`config.mk`:
```
export PLATFORM = sky130hd
export DESIGN_NAME = sw_out_alloc_flat
export DESIGN_NICKNAME = d
export VERILOG_FILES = /design/src/rtl/sw_out_alloc_if.sv /design/src/rtl/sw_out_alloc.sv /design/src/flat_wrapper.sv
export SDC_FILE = /design/constraint.sdc
export NUM_CORES = 1
export LEC_CHECK = 0
export CORE_MARGIN = 2
export CORE_UTILIZATION = 59
export DETAILED_ROUTE_END_ITERATION = 12
export PLACE_DENSITY_LB_ADDON = 0.08
export SKIP_CTS_REPAIR_TIMING = 1
export SYNTH_ARGS = -nofsm -noshare
export SYNTH_HDL_FRONTEND = slang
export SYNTH_SLANG_ARGS = --single-unit
```
`constraint.sdc`:
```
create_clock -name clk -period 4.4 [get_ports clk]
set_input_delay 0.88 -clock clk [delete_from_list [all_inputs] [get_ports clk]]
set_output_delay 0.88 -clock clk [all_outputs]
set_load 0.05 [all_outputs]
```
`src/rtl/sw_out_alloc_if.sv`:
```
//------------------------------------------------------------------------------
// sw_out_alloc_if : request/grant bundle between router inputs and one output
// Rev 1.0
//------------------------------------------------------------------------------
`default_nettype none

interface sw_out_alloc_if;
    logic [4:0] req;
    logic [4:0] tail;
    logic       out_ready;
    logic [4:0] grant;
    logic [2:0] sel;
    logic       valid_out;
    logic       locked;

    modport master (
        output req, tail, out_ready,
        input  grant, sel, valid_out, locked
    );

    modport slave (
        input  req, tail, out_ready,
        output grant, sel, valid_out, locked
    );
endinterface

`default_nettype wire

```
`src/rtl/sw_out_alloc.sv`:
```
//------------------------------------------------------------------------------
// sw_out_alloc : round-robin allocator for one router output, packet-locking
// Rev 1.0
//------------------------------------------------------------------------------
`default_nettype none

module sw_out_alloc #(
    parameter int PTR_RST = 0
) (
    input  wire logic     clk,
    input  wire logic     reset,
    sw_out_alloc_if.slave bus
);

    typedef enum logic [0:0] {
        S_IDLE = 1'b0,
        S_LOCK = 1'b1
    } state_t;

    state_t     r_state;
    logic [2:0] r_ptr;
    logic [2:0] r_owner;
    logic [4:0] r_grant;
    logic [2:0] r_sel;
    logic       r_valid;

    logic       w_found;
    logic [2:0] w_win;
    logic [3:0] w_sum;
    logic [2:0] w_idx;

    function automatic logic [2:0] f_next(input logic [2:0] i);
        return (i >= 3'd4) ? 3'd0 : i + 3'd1;
    endfunction

    // Scan from the highest offset down so the lowest offset from r_ptr wins.
    always_comb begin
        w_found = 1'b0;
        w_win   = 3'd0;
        w_sum   = 4'd0;
        w_idx   = 3'd0;
        for (int k = 4; k >= 0; k--) begin
            w_sum = {1'b0, r_ptr} + 4'(k);
            w_idx = (w_sum >= 4'd5) ? 3'(w_sum - 4'd5) : w_sum[2:0];
            if (bus.req[w_idx]) begin
                w_found = 1'b1;
                w_win   = w_idx;
            end
        end
    end

    always_ff @(posedge clk or posedge reset) begin
        if (reset) begin
            r_state <= S_IDLE;
            r_ptr   <= 3'(PTR_RST);
            r_owner <= 3'd0;
            r_grant <= 5'd0;
            r_sel   <= 3'd0;
            r_valid <= 1'b0;
        end else begin
            r_grant <= 5'd0;
            r_valid <= 1'b0;
            case (r_state)
                S_IDLE: begin
                    if (bus.out_ready && w_found) begin
                        r_grant <= 5'd1 << w_win;
                        r_sel   <= w_win;
                        r_valid <= 1'b1;
                        if (bus.tail[w_win]) begin
                            r_ptr <= f_next(w_win);
                        end else begin
                            r_state <= S_LOCK;
                            r_owner <= w_win;
                        end
                    end
                end
                S_LOCK: begin
                    // Only the owner may advance; everyone else waits for the tail.
                    if (bus.out_ready && bus.req[r_owner]) begin
                        r_grant <= 5'd1 << r_owner;
                        r_sel   <= r_owner;
                        r_valid <= 1'b1;
                        if (bus.tail[r_owner]) begin
                            r_state <= S_IDLE;
                            r_ptr   <= f_next(r_owner);
                        end
                    end
                end
                default: r_state <= S_IDLE;
            endcase
        end
    end

    assign bus.grant     = r_grant;
    assign bus.sel       = r_sel;
    assign bus.valid_out = r_valid;
    assign bus.locked    = (r_state == S_LOCK);

endmodule

`default_nettype wire

```
`src/flat_wrapper.sv`:
```
// flat-port wrapper written by rule: the top's interface ports become plain ports
module sw_out_alloc_flat 
#(
    parameter int PTR_RST = 0
)
  (clk, reset, bus_req, bus_tail, bus_out_ready, bus_grant, bus_sel, bus_valid_out, bus_locked);
  sw_out_alloc_if bus_i ();
  input  wire logic clk;
  input  wire logic reset;
  input wire logic [$bits(bus_i.req)-1:0] bus_req;
  input wire logic [$bits(bus_i.tail)-1:0] bus_tail;
  input wire logic [$bits(bus_i.out_ready)-1:0] bus_out_ready;
  output wire logic [$bits(bus_i.grant)-1:0] bus_grant;
  output wire logic [$bits(bus_i.sel)-1:0] bus_sel;
  output wire logic [$bits(bus_i.valid_out)-1:0] bus_valid_out;
  output wire logic [$bits(bus_i.locked)-1:0] bus_locked;
  assign bus_i.req = bus_req;
  assign bus_i.tail = bus_tail;
  assign bus_i.out_ready = bus_out_ready;
  assign bus_grant = bus_i.grant;
  assign bus_sel = bus_i.sel;
  assign bus_valid_out = bus_i.valid_out;
  assign bus_locked = bus_i.locked;
  sw_out_alloc #(.PTR_RST(PTR_RST)) u_core (.clk(clk), .reset(reset), .bus(bus_i));
endmodule
```
Word-level counts from Yosys, hierarchy flattened. Cells that the tools add are included.

Bits in registers: 16. Bits in latches: 0. RAM bits: 0. Memory bits (read-only): 0. Output and inout bits: 10. Logic and storage cells: 96. Memories: 0.

Add/subtract/negate cells: 11. Multipliers: 0. Div/mod/pow operators: 0. Magnitude comparators: 14. Equal/unequal tests: 4. Shift operators: 2. Muxes and demuxes: 52. Bitwise gates (word level): 2. Reduce and logical (&&, ||, !) cells: 5.

Operator list (count): $mux 3 (18); $lt 3x4->1 const B (7); $bmux 1 s3 (8); $mux 1 (19); $ge 4x3->1 const B (4); $sub 3x3->3 const B (5); $pmux 3 s2 (2); $mux 5 (2); $pmux 5 s2 (1); $shl 1x3->5 const A (2); $ge 3x3->1 const B (3); $add 3x2->4 const B (2); $add 3x1->3 const B (2); $add 3x1->4 const B (1); $add 3x3->4 const B (1); $ne 2x1->1 const B (2); $ne 2x2->1 const B (2); $pmux 1 s2 (2); $reduce_and 4->1 (1); $reduce_and 3->1 (1); $logic_and 1x1->1 (2); $not 1->1 (2); $reduce_and 2->1 (1).

Depth between registers and ports, before layout. Gate-level depths: netlist of the first run.

Depth in word-level cells: 15. Depth in mapped cells: 17. Depth with buffers taken out: 15.

Worst setup path before layout of the first run. OpenSTA, ideal clock, no wires.

Kind: flip-flop to flip-flop. Start: register u_core.r_ptr[1]. End: register u_core.r_ptr[2]. Library setup time: 0.125 ns. Data arrival time: 3.367 ns. Slack: 0.908 ns. Stages on the path, launching flop included: 15. Buffers on the path: 3. Path through: dfrtp_1 -> buf_6 -> inv_1 -> ha_1 -> buf_2 -> nor2b_1 -> a41o_1 -> or3_4 -> a211oi_4 -> nor2_2 -> a31o_1 -> buf_6 -> a21o_1 -> o31ai_4 -> mux2_4.

Cells in the longest elaborated chain, start to end: 15.

RTL lines: from (decl) (RTL line sw_out_alloc.sv:21) `logic [2:0] r_ptr;`; from (signal assigned) (RTL line sw_out_alloc.sv:55) `r_ptr <= 3'(PTR_RST);`; from (signal assigned) (RTL line sw_out_alloc.sv:70) `r_ptr <= f_next(w_win);`; from (signal assigned) (RTL line sw_out_alloc.sv:85) `r_ptr <= f_next(r_owner);`; $add 3x3->4 (RTL line sw_out_alloc.sv:43) `w_sum = {1'b0, r_ptr} + 4'(k);`; $ge 4x3->1 / $sub 3x3->3 (equally long branches) (RTL line sw_out_alloc.sv:44) `w_idx = (w_sum >= 4'd5) ? 3'(w_sum - 4'd5) : w_sum[2:0];`; $mux 3 (RTL line sw_out_alloc.sv:44); $bmux 1 s3 (RTL line sw_out_alloc.sv:45) `if (bus.req[w_idx]) begin`; $mux 1 (not written as such) (RTL line sw_out_alloc.sv:45); $mux 3 (5 in a row) (RTL line sw_out_alloc.sv:45); $add 3x1->3 / $ge 3x3->1 (equally long branches) (RTL line sw_out_alloc.sv:33) `return (i >= 3'd4) ? 3'd0 : i + 3'd1;`; $mux 3 (RTL line sw_out_alloc.sv:33); $mux 3 (RTL line sw_out_alloc.sv:69) `if (bus.tail[w_win]) begin`; $mux 3 (RTL line sw_out_alloc.sv:65) `if (bus.out_ready && w_found) begin`; $pmux 3 s2 (RTL line sw_out_alloc.sv:63) `case (r_state)`.

Several ways; a longest one is shown, not always the timed one. The select of a mux whose other input is x is not followed. A chain may end at the register's enable or synchronous reset.

Worst setup path in the final report of the first run.
Start: input bus_req[1]. End: register u_core.r_ptr[2].

Cells in the longest elaborated chain, start to end: 12.

RTL lines: from (decl) (RTL line flat_wrapper.sv:10) `input wire logic [$bits(bus_i.req)-1:0] bus_req;`; $bmux 1 s3 (RTL line sw_out_alloc.sv:45); $mux 1 (not written as such) (RTL line sw_out_alloc.sv:45); $mux 3 (5 in a row) (RTL line sw_out_alloc.sv:45); $add 3x1->3 / $ge 3x3->1 (equally long branches) (RTL line sw_out_alloc.sv:33); $mux 3 (RTL line sw_out_alloc.sv:33); $mux 3 (RTL line sw_out_alloc.sv:69); $mux 3 (RTL line sw_out_alloc.sv:65); $pmux 3 s2 (RTL line sw_out_alloc.sv:63).

Several ways; a longest one is shown, not always the timed one. The select of a mux whose other input is x is not followed.

==> results.py, run 1 <==
metrics = {
    "setup_path": {
        "start_kind": "input pin",
        "cp_max_fo": 10,
        "end_kind": "register",
        "worstPathArrival_ns": 4.01,
        "setup.worst_path.class": "input pin to register",
        "crit_required_ns": 4.53,
    },
    "synthesis": {
        "yosysUniqueCellTypes": 87,
        "yosysWarningCount": 0,
        "syn_avg_cell_area_um2": 8.87,
        "async_reset_ff_frac": 1.00,
        "synth_fp_nets": 314,
        "synthCells": 281,
        "synthTopCellsByCount": "ha_1 (19), nand2_1 (19), dfrtp_1 (16), inv_1 (16), mux2i_1 (16)",
        "yosysTopAreaCellShare": 0.161,
        "yosysSeqAreaShare": 0.161,
        "synth_top_area_cell": "dfrtp_1",
        "ys.flop_type": "dfrtp_1",
        "synth-edff-count": 0,
        "syn_area_um2": 2490,
        "synth_top_cells_by_area": "dfrtp_1 (16%), ha_1 (9.5%), mux2i_1 (6.4%), nand2_1 (2.9%), buf_6 (2.7%)",
        "ys_ff_latch": 16,
    },
    "grt": {
        "grt_usage": 0.276,
        "grt_first_pass_wirelength_um": 9890,
        "antenna_found_initial": 0,
        "gr-total-overflow": 0,
        "grt_pass1_vias": 2065,
        "grt_max_degree": 28,
    },
    "final_layout": {
        "nets": 325,
        "n_fill_cell": 370,
        "area_growth_pct": 5.87,
        "antenna_cells": 0,
        "drive_above_1_share": 0.144,
    },
    "clocking": {
        "clock_latency_ns": 0.25,
        "htree_levels": 1,
        "clockBufferDepth": 2,
        "clock-root-buffer": "clkbuf_8",
        "clkTransAtPathRegs_ns": 0.06,
        "cts_tree": "yes",
        "cts-buffers-inserted": 3,
        "cts_sinks": 16,
    },
    "route": {
        "via_count": 2233,
        "wl_per_cell_um": 17.5,
        "final_antenna_net_count": 0,
        "drc_errors": 0,
        "drt-pass1-iter-count": 5,
        "via_per_inst": 6.55,
        "drt-initial-drc-count": 193,
        "totalWireLength_um": 5950,
    },
    "sta": {
        "rsz0062_at_grt": "false",
        "worstMarginPinSlew_ns": 0.598,
        "setup_violations": 0,
        "finalMaxSlewViolations": 0,
        "fin_setup_tns_ns": 0,
        "fmax_mhz": 258,
        "skew_ns": 0.00918,
        "hold_viol_final": 0,
        "slew_headroom": 0.601,
        "period_needed_ns": 3.88,
        "timing.final.crit_share": 0.881,
    },
    "min_path": {
        "hold_path_class": "register to register",
    },
    "floorplanning": {
        "rows": 23,
        "initial_core_util": 0.619,
        "core_um2": 4030,
        "die_h_um": 69.0,
        "die_area_um2": 4760,
        "fp.dieW_um": 69.0,
        "io_pins": 23,
    },
    "placed_design": {
        "place.gp.congestion": 0.971,
        "hpwl_um": 4580,
        "io_buffers": 22,
    },
    "status": {
        "outcome": "finished, final reports clean",
    },
    "flow_run": {
        "drv_cap": 0,
    },
}
cell families (layout without fill, tap and decap cells):
group | Yosys count | after routing | synth area share
buffers and inverters | 40 | 50 | 0.121
multiplexers | 23 | 23 | 0.111
AND/OR/NAND/NOR | 86 | 86 | 0.195
flip-flops | 16 | 16 | 0.161
XOR/XNOR | 4 | 4 | 0.0141
adder cells (fa/ha/maj) | 20 | 20 | 0.103
AO/OA/AOI/OAI | 92 | 92 | 0.295
final timing paths:
path                              startpoint                end  slack [ns]  depth (start not counted)
max in group asynchronous              reset  u_core.bus.sel[1]        3.01                          2
setup reg to reg             u_core.r_ptr[0]    u_core.r_ptr[2]        0.59                         11
setup / recovery                  bus_req[1]    u_core.r_ptr[2]        0.52                         10
min in group asynchronous              reset  u_core.bus.sel[0]        0.99                          2
hold reg to reg            u_core.bus.sel[1]  u_core.bus.sel[1]        0.53                          2
hold / removal             u_core.bus.sel[1]  u_core.bus.sel[1]        0.53                          2
metrics by stage:
step / setup slack (ns) / hold WS [ns] / utilization / cell area, µm² / cells
5_1_grt: 0.308 / 0.590 / 0.655 / 2640 / 341
6_report: 0.524 / 0.529 / 0.655 / 2640 / 341
3_5_place_dp: 0.324 / 0.521 / 0.641 / 2580 / 337
2_1_floorplan: 0.908 / 0.559 / - / 2490 / 281
3_3_place_gp: 0.340 / 0.512 / 0.641 / 2580 / 337
4_1_cts: 0.572 / 0.534 / 0.655 / 2640 / 341
worst max-delay path, stage by stage:
cell             delay, ns
clkdlybuf4s50_1       0.67
mux2i_1               0.17
a221oi_1              0.43
o311ai_1              0.21
a211oi_1              0.29
o221ai_1              0.19
a41oi_1               0.34
a211oi_2              0.16
o31ai_4               0.33
mux2_4                0.33
registers in the layout, indices dropped and copies added (netlist names):
| signal | count |
|---|---|
| u_core.bus.locked | 1 |
| u_core.bus.sel | 3 |
| u_core.bus.grant | 5 |
| u_core.bus.valid_out | 1 |
| u_core.r_owner | 3 |
| u_core.r_ptr | 3 |
metal layers:
| metal | part of all wire | global-route usage | vias to the layer above |
|---|---|---|---|
| li1 | - | - | 1081 |
| met1 | 0.47 | 0.385 | 1044 |
| met2 | 0.43 | 0.428 | 104 |
| met3 | 0.091 | 0.0877 | 4 |
| met4 | 0.0076 | 0.0392 | 0 |
| met5 | 0 | 0 | - |
cell usage in the layout (no fill, tap or decap), types with 4 or more instances in the layout:
cell,n
a21o_1,6
a21oi_1,13
a31oi_1,7
buf_4,4
clkbuf_8,4
clkdlybuf4s50_1,22
dfrtp_1,16
ha_1,19
inv_1,16
mux2i_1,16
nand2_1,19
nand2b_1,6
nand3_1,7
nor2_1,15
nor2b_1,4
nor3_1,5
nor3b_1,4
o211ai_1,4
o21ai_0,9
xnor2_1,4
cell type report:
cell class	instances	area [µm²]	share of cell area
clock buffers	4	55.1	0.0209
inverters	20	80.1	0.0303
multi-input cells	225	1790	0.679
flip-flops and latches	16	400	0.152
well taps	50	62.6	0.0237
repair buffers	26	250	0.0948
Power of run 1 is left out: the tool's default activity adds up to more than one toggle a clock period on the data nets, which glitch-free logic cannot reach.
==> inputs of run 2 (changes only) <==
- CTS_CLUSTER_DIAMETER: not set -> 30
- SETUP_SLACK_MARGIN: not set -> 0.4
- SLEW_MARGIN: not set -> 10
==> run 2 against run 1 <==
Net effect: global-route usage is the same; flip-flop and latch count is the same; utilization grew 0.19 points; cell area increased by 0.28%; critical path depth up 1; fmax grew 2.5%; worst hold slack hardly changed; non-clock buffer count unchanged; first-iteration DRC count rose by 14%; worst setup slack improved by 0.094 ns; sequential share of layout area about the same.
==> results.py, run 2 (synthesized netlist as in run 1, its figures left out) <==
metrics = {
    "status": {
        "outcome": "finished, final reports clean",
    },
    "clocking": {
        "cts-buffers-inserted": 3,
        "cts_sinks": 16,
        "clock-root-buffer": "clkbuf_8",
        "cts_tree": "yes",
        "clock_latency_ns": 0.25,
        "htree_levels": 1,
        "clkTransAtPathRegs_ns": 0.06,
        "clockBufferDepth": 2,
    },
    "sta": {
        "setup_slack_ns": 0.618,
        "timing.final.crit_share": 0.860,
        "fin_setup_tns_ns": 0,
        "setup_violations": 0,
        "rsz0062_at_grt": "false",
        "finalMaxSlewViolations": 0,
        "period_needed_ns": 3.78,
        "fmax_mhz": 264,
        "skew_ns": 0.00917,
        "hold_viol_final": 0,
        "slew_headroom": 0.598,
        "worstMarginPinSlew_ns": 0.602,
    },
    "final_layout": {
        "antenna_cells": 0,
        "final_common_cell": "clkdlybuf4s50_1",
        "largest_register_ffs": 5,
        "utilization": 0.657,
        "area_growth_pct": 6.17,
        "n_fill_cell": 371,
        "drive_above_1_share": 0.148,
        "nets": 325,
        "layout_common_cells": "clkdlybuf4s50_1 (20), nand2_1 (19), ha_1 (18)",
    },
    "min_path": {
        "hold_path_startpoint": "u_core.bus.sel[1]",
        "hold_depth": 2,
        "min_to": "u_core.bus.sel[1]",
        "hold_path_class": "register to register",
    },
    "floorplanning": {
        "die_area_um2": 4760,
        "io_pins": 23,
        "initial_core_util": 0.619,
        "die_h_um": 69.0,
        "fp.dieW_um": 69.0,
        "rows": 23,
        "core_um2": 4030,
    },
    "setup_path": {
        "cp_max_fo": 11,
        "start_kind": "input pin",
        "end_kind": "register",
        "crit_required_ns": 4.53,
        "setup.worst_path.class": "input pin to register",
        "r2r_start": "u_core.r_ptr[0]",
        "r2r_setup_slack_ns": 0.69,
        "r2r_end": "u_core.r_ptr[2]",
        "worstPathArrival_ns": 3.91,
        "rr_worst_depth": 11,
    },
    "route": {
        "via_per_inst": 6.53,
        "via_count": 2227,
        "drt-initial-drc-count": 220,
        "final_antenna_net_count": 0,
        "totalWireLength_um": 5970,
        "drt-pass1-iter-count": 5,
        "wl_per_cell_um": 17.5,
        "drc_errors": 0,
    },
    "grt": {
        "grt_pass1_vias": 2065,
        "grt_usage": 0.276,
        "gr-total-overflow": 0,
        "antenna_found_initial": 0,
        "grt_max_degree": 28,
        "grt_first_pass_wirelength_um": 9890,
    },
    "placed_design": {
        "hpwl_um": 4580,
        "place.gp.congestion": 0.971,
        "io_buffers": 22,
        "place_ws_ns": 0.324,
    },
    "flow_run": {
        "drv_cap": 0,
    },
}
-- run 2: per-stage QoR --
| step | hold WS, ns | instance area (µm²) | instances |
|---|---|---|---|
| 3_3_place_gp | 0.512 | 2580 | 337 |
| 5_1_grt | 0.590 | 2650 | 341 |
| 4_1_cts | 0.534 | 2640 | 341 |
| 2_1_floorplan | 0.559 | 2490 | 281 |
| 3_5_place_dp | 0.521 | 2580 | 337 |
| 6_report | 0.529 | 2650 | 341 |
-- run 2: how the worst max path moves through the flow --
stage | startpoint | depth (start not counted) | slack [ns] | to
global placement | bus_req[1] | 11 | 0.34 | u_core.r_ptr[2]
global route | bus_req[2] | 10 | 0.41 | u_core.r_ptr[2]
finish | bus_req[2] | 11 | 0.62 | u_core.r_ptr[2]
floorplan | u_core.r_ptr[1] | 14 | 0.91 | u_core.r_ptr[2]
CTS | bus_req[1] | 10 | 0.57 | u_core.r_ptr[2]
detailed placement | bus_req[3] | 10 | 0.32 | u_core.r_ptr[2]
-- run 2: area by class of cell --
| class | count | area [µm²] | area share |
|---|---|---|---|
| clock buffer | 4 | 55.1 | 0.0208 |
| tap | 50 | 62.6 | 0.0236 |
| multi-input combinational | 225 | 1790 | 0.678 |
| inverter | 20 | 80.1 | 0.0303 |
| timing repair buffer | 26 | 255 | 0.0965 |
| sequential | 16 | 400 | 0.151 |
-- run 2: layer usage --
metal	up-vias	GRT usage	wire, µm
met5	-	0	0
met3	4	0.0877	653
met1	1032	0.385	2720
met2	111	0.428	2550
met4	0	0.0392	44
li1	1080	-	-
-- run 2: critical path, cell delays in order --
cell and delay (ns):
clkdlybuf4s50_1 0.71, mux2i_1 0.14, mux4_2 0.48, o22ai_1 0.25, nand2b_1 0.23, nor3_1 0.07, a31o_2 0.27, clkinv_1 0.13
a21oi_2 0.07, o31ai_4 0.35, mux2_4 0.33
Power of run 2 is left out for the same reason.
